===== config.mk =====
export PLATFORM = sky130hd
export DESIGN_NAME = scan_chain_ctrl
export DESIGN_NICKNAME = d
export VERILOG_FILES = /design/src/rtl/scan_chain_ctrl.sv
export SDC_FILE = /design/constraint.sdc
export NUM_CORES = 1
export LEC_CHECK = 0
export ABC_AREA = 1
export ABC_CLOCK_PERIOD_IN_PS = 1300
export CAP_MARGIN = 25
export CORE_MARGIN = 4
export CORE_UTILIZATION = 35
export CTS_BUF_LIST = sky130_fd_sc_hd__clkbuf_2
export DETAILED_ROUTE_END_ITERATION = 7
export HOLD_SLACK_MARGIN = 0.08
export PLACE_DENSITY = 0.56
export SYNTH_ARGS = -nofsm -noshare
export SYNTH_HDL_FRONTEND = slang
export SYNTH_SLANG_ARGS = --single-unit

===== constraint.sdc =====
create_clock -name clk -period 1.3 [get_ports clk]
set_input_delay 0.195 -clock clk [delete_from_list [all_inputs] [get_ports clk]]
set_output_delay 0.195 -clock clk [all_outputs]
set_load 0.02 [all_outputs]

===== src/rtl/scan_chain_ctrl.sv =====
// ============================================================================
// scan_chain_ctrl : load / capture / unload sequencer for one serial scan chain
// Revision 1.0
// ============================================================================
`default_nettype none

module scan_chain_ctrl #(
  parameter int CHAIN_LEN = 8,
  parameter int CNT_W     = 4
) (
  input  logic                 clk,
  input  logic                 rstBar,
  input  logic                 start,
  input  logic                 abort,
  input  logic [CHAIN_LEN-1:0] load_data,
  input  logic                 chain_so,
  output logic                 scan_en,
  output logic                 capture_en,
  output logic                 chain_si,
  output logic                 busy,
  output logic                 done,
  output logic [CHAIN_LEN-1:0] unload_data
);

  typedef enum logic [2:0] {
    S_IDLE      = 3'd0,
    S_SHIFT_IN  = 3'd1,
    S_CAPTURE   = 3'd2,
    S_SHIFT_OUT = 3'd3,
    S_DONE      = 3'd4
  } state_e;

  localparam logic [CNT_W-1:0] CNT_LAST = CNT_W'(CHAIN_LEN - 1);

  state_e               state_q, state_d;
  logic [CNT_W-1:0]     cnt_q, cnt_d;
  logic [CHAIN_LEN-1:0] shadow_q, shadow_d;
  logic [CHAIN_LEN-1:0] unload_sr_q, unload_sr_d;
  logic [CHAIN_LEN-1:0] unload_q, unload_d;

  always_ff @(posedge clk or negedge rstBar) begin
    if (!rstBar) begin
      state_q     <= S_IDLE;
      cnt_q       <= '0;
      shadow_q    <= '0;
      unload_sr_q <= '0;
      unload_q    <= '0;
    end else begin
      state_q     <= state_d;
      cnt_q       <= cnt_d;
      shadow_q    <= shadow_d;
      unload_sr_q <= unload_sr_d;
      unload_q    <= unload_d;
    end
  end

  // The shadow shifts right so bit 0 always holds the next bit to send, and
  // chain_so enters the unload register at the top so the first bit ends in bit 0.
  always_comb begin
    state_d     = state_q;
    cnt_d       = cnt_q;
    shadow_d    = shadow_q;
    unload_sr_d = unload_sr_q;
    unload_d    = unload_q;
    case (state_q)
      S_IDLE: begin
        if (start && !abort) begin
          state_d  = S_SHIFT_IN;
          shadow_d = load_data;
          cnt_d    = '0;
        end
      end
      S_SHIFT_IN: begin
        if (abort) begin
          state_d = S_IDLE;
          cnt_d   = '0;
        end else begin
          shadow_d = shadow_q >> 1;
          if (cnt_q == CNT_LAST) begin
            state_d = S_CAPTURE;
            cnt_d   = '0;
          end else begin
            cnt_d = cnt_q + CNT_W'(1);
          end
        end
      end
      S_CAPTURE: begin
        state_d = abort ? S_IDLE : S_SHIFT_OUT;
        cnt_d   = '0;
      end
      S_SHIFT_OUT: begin
        if (abort) begin
          state_d = S_IDLE;
          cnt_d   = '0;
        end else begin
          unload_sr_d = {chain_so, unload_sr_q[CHAIN_LEN-1:1]};
          if (cnt_q == CNT_LAST) begin
            state_d  = S_DONE;
            cnt_d    = '0;
            unload_d = unload_sr_d;
          end else begin
            cnt_d = cnt_q + CNT_W'(1);
          end
        end
      end
      S_DONE: begin
        state_d = S_IDLE;
        cnt_d   = '0;
      end
      default: begin
        state_d = S_IDLE;
        cnt_d   = '0;
      end
    endcase
  end

  // Outputs decode registered state only, so reset clears them without a clock.
  always_comb begin
    scan_en     = (state_q == S_SHIFT_IN) || (state_q == S_SHIFT_OUT);
    capture_en  = (state_q == S_CAPTURE);
    chain_si    = (state_q == S_SHIFT_IN) && shadow_q[0];
    busy        = (state_q == S_SHIFT_IN) || (state_q == S_CAPTURE) ||
                  (state_q == S_SHIFT_OUT);
    done        = (state_q == S_DONE);
    unload_data = unload_q;
  end

endmodule

`default_nettype wire


; Yosys cells after proc, flatten, opt, wreduce, memory -nomap -nowiden
; Cells that the tools add are included.
[word_totals]
wordCells = 43
romBits = 0
reg_bits = 31
output_inout_bits = 13
ramBits = 0
in_bits = 13
n_memories = 0
latchBits = 0
[op_classes]
n_mux = 14
n_addsub = 1
n_reduce_logical = 13
bitwise_logic = 1
order_cmp = 0
n_eq_ne = 9
shift = 0
multipliers = 0
div = 0
[op_table]
columns = op, n
row1 = 2-to-1 mux 8 bit, 2
row2 = case mux 8 bit (2 select lines), 1
row3 = 2-to-1 mux 3 bit, 5
row4 = 2-to-1 mux 4 bit, 3
row5 = case mux 3 bit (4 select lines), 1
row6 = AND reduction 3 bit, 3
row7 = case mux 4 bit (2 select lines), 1
row8 = equality test 3 x 2 -> 1 bit (second input constant), 2
row9 = != test 3 bit (second input constant), 2
row10 = adder 4 x 1 -> 4 bit (second input constant), 1
row11 = equality test 4 x 3 -> 1 bit (second input constant), 1
row12 = != test 2 bit (second input constant), 2
row13 = equality test 3 x 1 -> 1 bit (second input constant), 1
row14 = equality test 3 bit (second input constant), 1
row15 = zero test 3 bit, 1
row16 = logical OR 1 bit, 3
row17 = logical AND 1 bit, 2
row18 = 2-to-1 mux 2 bit, 1
row19 = AND reduction 2 bit, 1
row20 = nonzero test 2 bit, 1
row21 = OR reduction 2 bit, 1
row22 = zero test 1 bit, 1
row23 = inverter 1 bit, 1

; Logic depth before layout (Yosys ltp)
[logic_depth]
depth_word = 4
mapped_depth = 8
mapped_depth_nobuf = 8

; Worst setup path before layout
; No wires, ideal clock.
[synth_timing]
path_type = reg-to-reg
start = register state_q[2]
end = register unload_q[1], in the netlist unload_data[1]
path_buffers = 0
slack_ps = -73
period_less_slack_ps = 1373
stages_incl_launch_ff = 7
setup_time_ps = 116
arrival_ps = 1256
required_ps = 1184
cell_sequence = dfrtp_1 > nor2_2 > nand2_1 > nor2_4 > nand2_2 > nand2_1 > nand2_1
[synth_between]
elab_chain_cells = 2
[synth_rtl]
columns = item, line_no
row1 = from (decl), 35  ; state_e state_q, state_d;
row2 = from (signal assigned), 49  ; state_q <= state_d;
row3 = equality test 3 x 2 -> 1 bit, 65  ; case (state_q)
row4 = AND reduction 3 bit (no line), n/a
row5 = to (signal assigned), 53  ; unload_q <= unload_d;
row6 = to (decl), 39  ; logic [CHAIN_LEN-1:0] unload_q, unload_d;
; Every way passes these cells.
; A chain may end at the register's enable or synchronous reset.

; Worst setup path in the final report
[layout_timing]
start = register state_q[2]
end = register unload_sr_q[4]
[layout_between]
elab_chain_cells = 2
[layout_rtl]
columns = item, line_no
row1 = equality test 3 x 2 -> 1 bit, 65
row2 = AND reduction 2 bit (no line), n/a
row3 = to (signal assigned), 52  ; unload_sr_q <= unload_sr_d;
row4 = to (decl), 38  ; logic [CHAIN_LEN-1:0] unload_sr_q, unload_sr_d;
; Every way passes these cells.

==> flow_summary_export.csv <==
group,metric,value,unit
placement,place_congestion,0.761,
cells_and_area,regArea,753,um^2
logic_synthesis,synth_edf_count,0,
logic_synthesis,synthCells,179,
floorplanning,die_h,72.1,um
clock_network,cts-hold-fix-buffers,0,
sta,timing.final.crit_share,111,%
flow_run,drv_cap,0,
sta,drv_slew,0,
placement,pre_cts_ws,-255,ps
global_route,grt_usage,15.6,%
logic_synthesis,ys_top_cells_by_count,"nand2_1 (78), dfrtp_1 (30), nand3_1 (12)",
route,final_antenna_net_count,0,
route,vias,1396,
floorplanning,fp.coreArea,4000,um^2
logic_synthesis,synthFlopType,"dfrtp_1",
power_and_ir_drop,peakVddDrop,678,uV
setup_path,critPathRequiredTime,1540,ps
logic_synthesis,synth_area,1440,um^2
setup_path,r2r_cells,7,
route,drc,0,
power_and_ir_drop,power_density,1970,nW/um^2
placement,dp.cells,273,
setup_path,cp_common_cell,"buf_6",
sta,setup_slack,-138,ps
setup_path,crit_buf_inv,3,
setup_path,critical_path_arrival,1680,ps
sta,worst_pin_slew,222,ps
cells_and_area,nets,253,
route,drt-wirelength-per-cell,12.9,um
floorplanning,die_x,72.1,um
global_route,grt_first_pass_wirelength,6.49,mm
setup_path,path_max_fanout,7,
logic_synthesis,seq_area_frac_synth,52.2,%
global_route,grt_max_degree,31,
cells_and_area,fillers,372,
route,drtIter0Drc,77,
floorplanning,initial_core_util,35.9,%
global_route,grt_pass1_vias,1423,
cells_and_area,multi_input_area,795,um^2
setup_path,critPathMaxStageDelay,440,ps
sta,min_period,1440,ps
logic_synthesis,synth.most_common_cell,"nand2_1",
clock_network,ctsHtreeMaxLevel,2,
logic_synthesis,yosys.area.top_type,"dfrtp_1",
logic_synthesis,yosysUniqueCellTypes,20,
logic_synthesis,synth_area_per_cell,8.03,um^2
outcome,outcome,"finished, violations left",
floorplanning,dieArea,5200,um^2
power_and_ir_drop,leakage,1.17,nW
setup_path,worst-path-stages,7,
worst_hold_path,hold_path.class,"input pin to async pin",
clock_network,clkSinkCount,30,
logic_synthesis,syn_nets,193,
sta,clock.fmax,695,MHz
setup_path,cp-start-kind,"flip-flop",
setup_path,cp_slowest_cell,"dfrtp_1",
cells_and_area,layout-drive-gt1-share,40.2,%
cells_and_area,finalNonFillerCells,289,
cells_and_area,antenna_cells,0,
floorplanning,io_pins,26,
sta,finalSetupTns,-2750,ps
sta,hold_viol_final,0,
cells_and_area,syn2layout_area_growth,55.5,%
clock_network,cts_buffer_depth,2,
setup_path,critical_path.top_delay_family,"flip-flops",
route,drt_wl_total,3.73,mm
route,dr.pass1.iters,4,
global_route,grt-ovfl-total,0,
sta,fin_skew,21.3,ps
clock_network,cts_tree,"done",
placement,io_buffers,25,
clock_network,path_clk_slew,170,ps
floorplanning,core.rowCount,23,
setup_path,endpoint_kind,"flip-flop",
clock_network,cts_inserted_buffers,5,
logic_synthesis,yosys-top-cells-area,"dfrtp_1 (52%), nand2_1 (20%), nand3_1 (4.2%), nand4_1 (3.0%), o21ai_0 (2.8%)",
setup_path,path_class,"flip-flop to flip-flop",
sta,rsz0062_at_grt,"yes",
global_route,antenna_found_initial,0,
placement,place_hpwl,2.48,mm
outcome,failed_checks,"setup timing",
logic_synthesis,synth-seq-cells,30,
logic_synthesis,yosys_warnings,0,
logic_synthesis,ys_async_sr_fraction,100,%
sta,slew_headroom,85.2,%
route,vias_per_cell,4.83,
clock_network,clk-insertion-delay-late,350,ps
setup_path,crit_path_cell_trace,"buf_6 -> buf_6 -> nor3_4 -> nand2_4 -> buf_6 -> nand2_2 -> o21ai_2",
sta,finalSetupViolCount,35,
logic_synthesis,synth_top_cell_area_share,52.2,%
clock_network,root_buffer,"clkbuf_2",
==> registers in the layout, summed over array words and instances (netlist names) <==
name,cells
cnt_q,4
unload_sr_q,7
unload_data,8
shadow_q,8
state_q,3
==> cell usage in the layout, fill, tap and decap left out, types with 2 or more instances in the layout <==
master / instances
inv_4: 3
nor2_4: 7
buf_4: 23
clkinv_1: 2
inv_2: 2
nand2_1: 65
buf_6: 10
nand2_4: 7
o21ai_2: 6
inv_1: 7
dfrtp_2: 2
nand3_1: 11
a21oi_2: 3
clkbuf_2: 12
dfrtp_1: 28
nand4_1: 7
nor2_1: 5
clkdlybuf4s50_1: 12
buf_12: 3
nand2_2: 9
nand3_4: 2
==> cell families (layout without fill, tap and decap cells) <==
family / Yosys count / count (layout) / synth area share (%)
and+or+nand+nor: 118 / 119 / 37.1
DFF: 30 / 30 / 52.2
buffers and inverters: 17 / 76 / 5.13
AOI/OAI and AO/OA: 13 / 13 / 4.70
adders and majority gates: 1 / 1 / 0.870
==> metrics by stage <==
| step | power [mW] | util (%) | area, um^2 | hold WS (ps) |
|---|---|---|---|---|
| after floorplan | 2.48 | - | 1450 | -101 |
| after global placement | 3.15 | 48.7 | 1950 | 458 |
| after detailed placement | 3.20 | 48.7 | 1950 | 463 |
| after CTS | 3.99 | 52.3 | 2090 | 177 |
| after global routing | 4.79 | 55.9 | 2240 | 157 |
| final | 4.42 | 55.9 | 2240 | 186 |
==> power breakdown <==
group          switching [mW]  total, mW  internal, mW
registers               0.238       1.46          1.22
clock network           0.303      0.613         0.310
logic                    1.27       2.34          1.07
total                    1.81       4.42          2.61
==> layer usage <==
metal  vias to the layer above  wire (um)  global-route usage [%]
li1                        693          -                       -
met1                       662       1540                    20.0
met2                        37       1960                    25.9
met3                         4        200                    4.16
met4                         0         38                    4.59
met5                         -          0                       0
==> area by class of cell <==
cell class	instances	area share (%)
clock inverters	2	1.51
repair buffers	56	22.8
clock buffers	5	1.12
inverters	13	2.52
well taps	50	2.80
flip-flops and latches	30	33.7
multi-input cells	133	35.5
==> worst paths after layout <==
kind,slack (ps),startpoint,endpoint
worst min register to register,490,unload_sr_q[7],unload_data[6]
worst max register to register,-140,state_q[2],unload_sr_q[4]
worst max-delay path,-140,state_q[2],unload_sr_q[4]
worst min-delay path,190,rstBar,shadow_q[3]
min in group clk,460,load_data[0],shadow_q[0]
max in group asynchronous,920,rstBar,state_q[0]
==> timing repair <==
item / 4_1_cts / 5_1_grt
resized for setup: 56 / 57
cloned: 1 / 0
pin swaps: 13 / 16
endpoints found under the setup margin: 38 / 42
buffers inserted: 5 / 4
(Power assumes the default switching activity.)
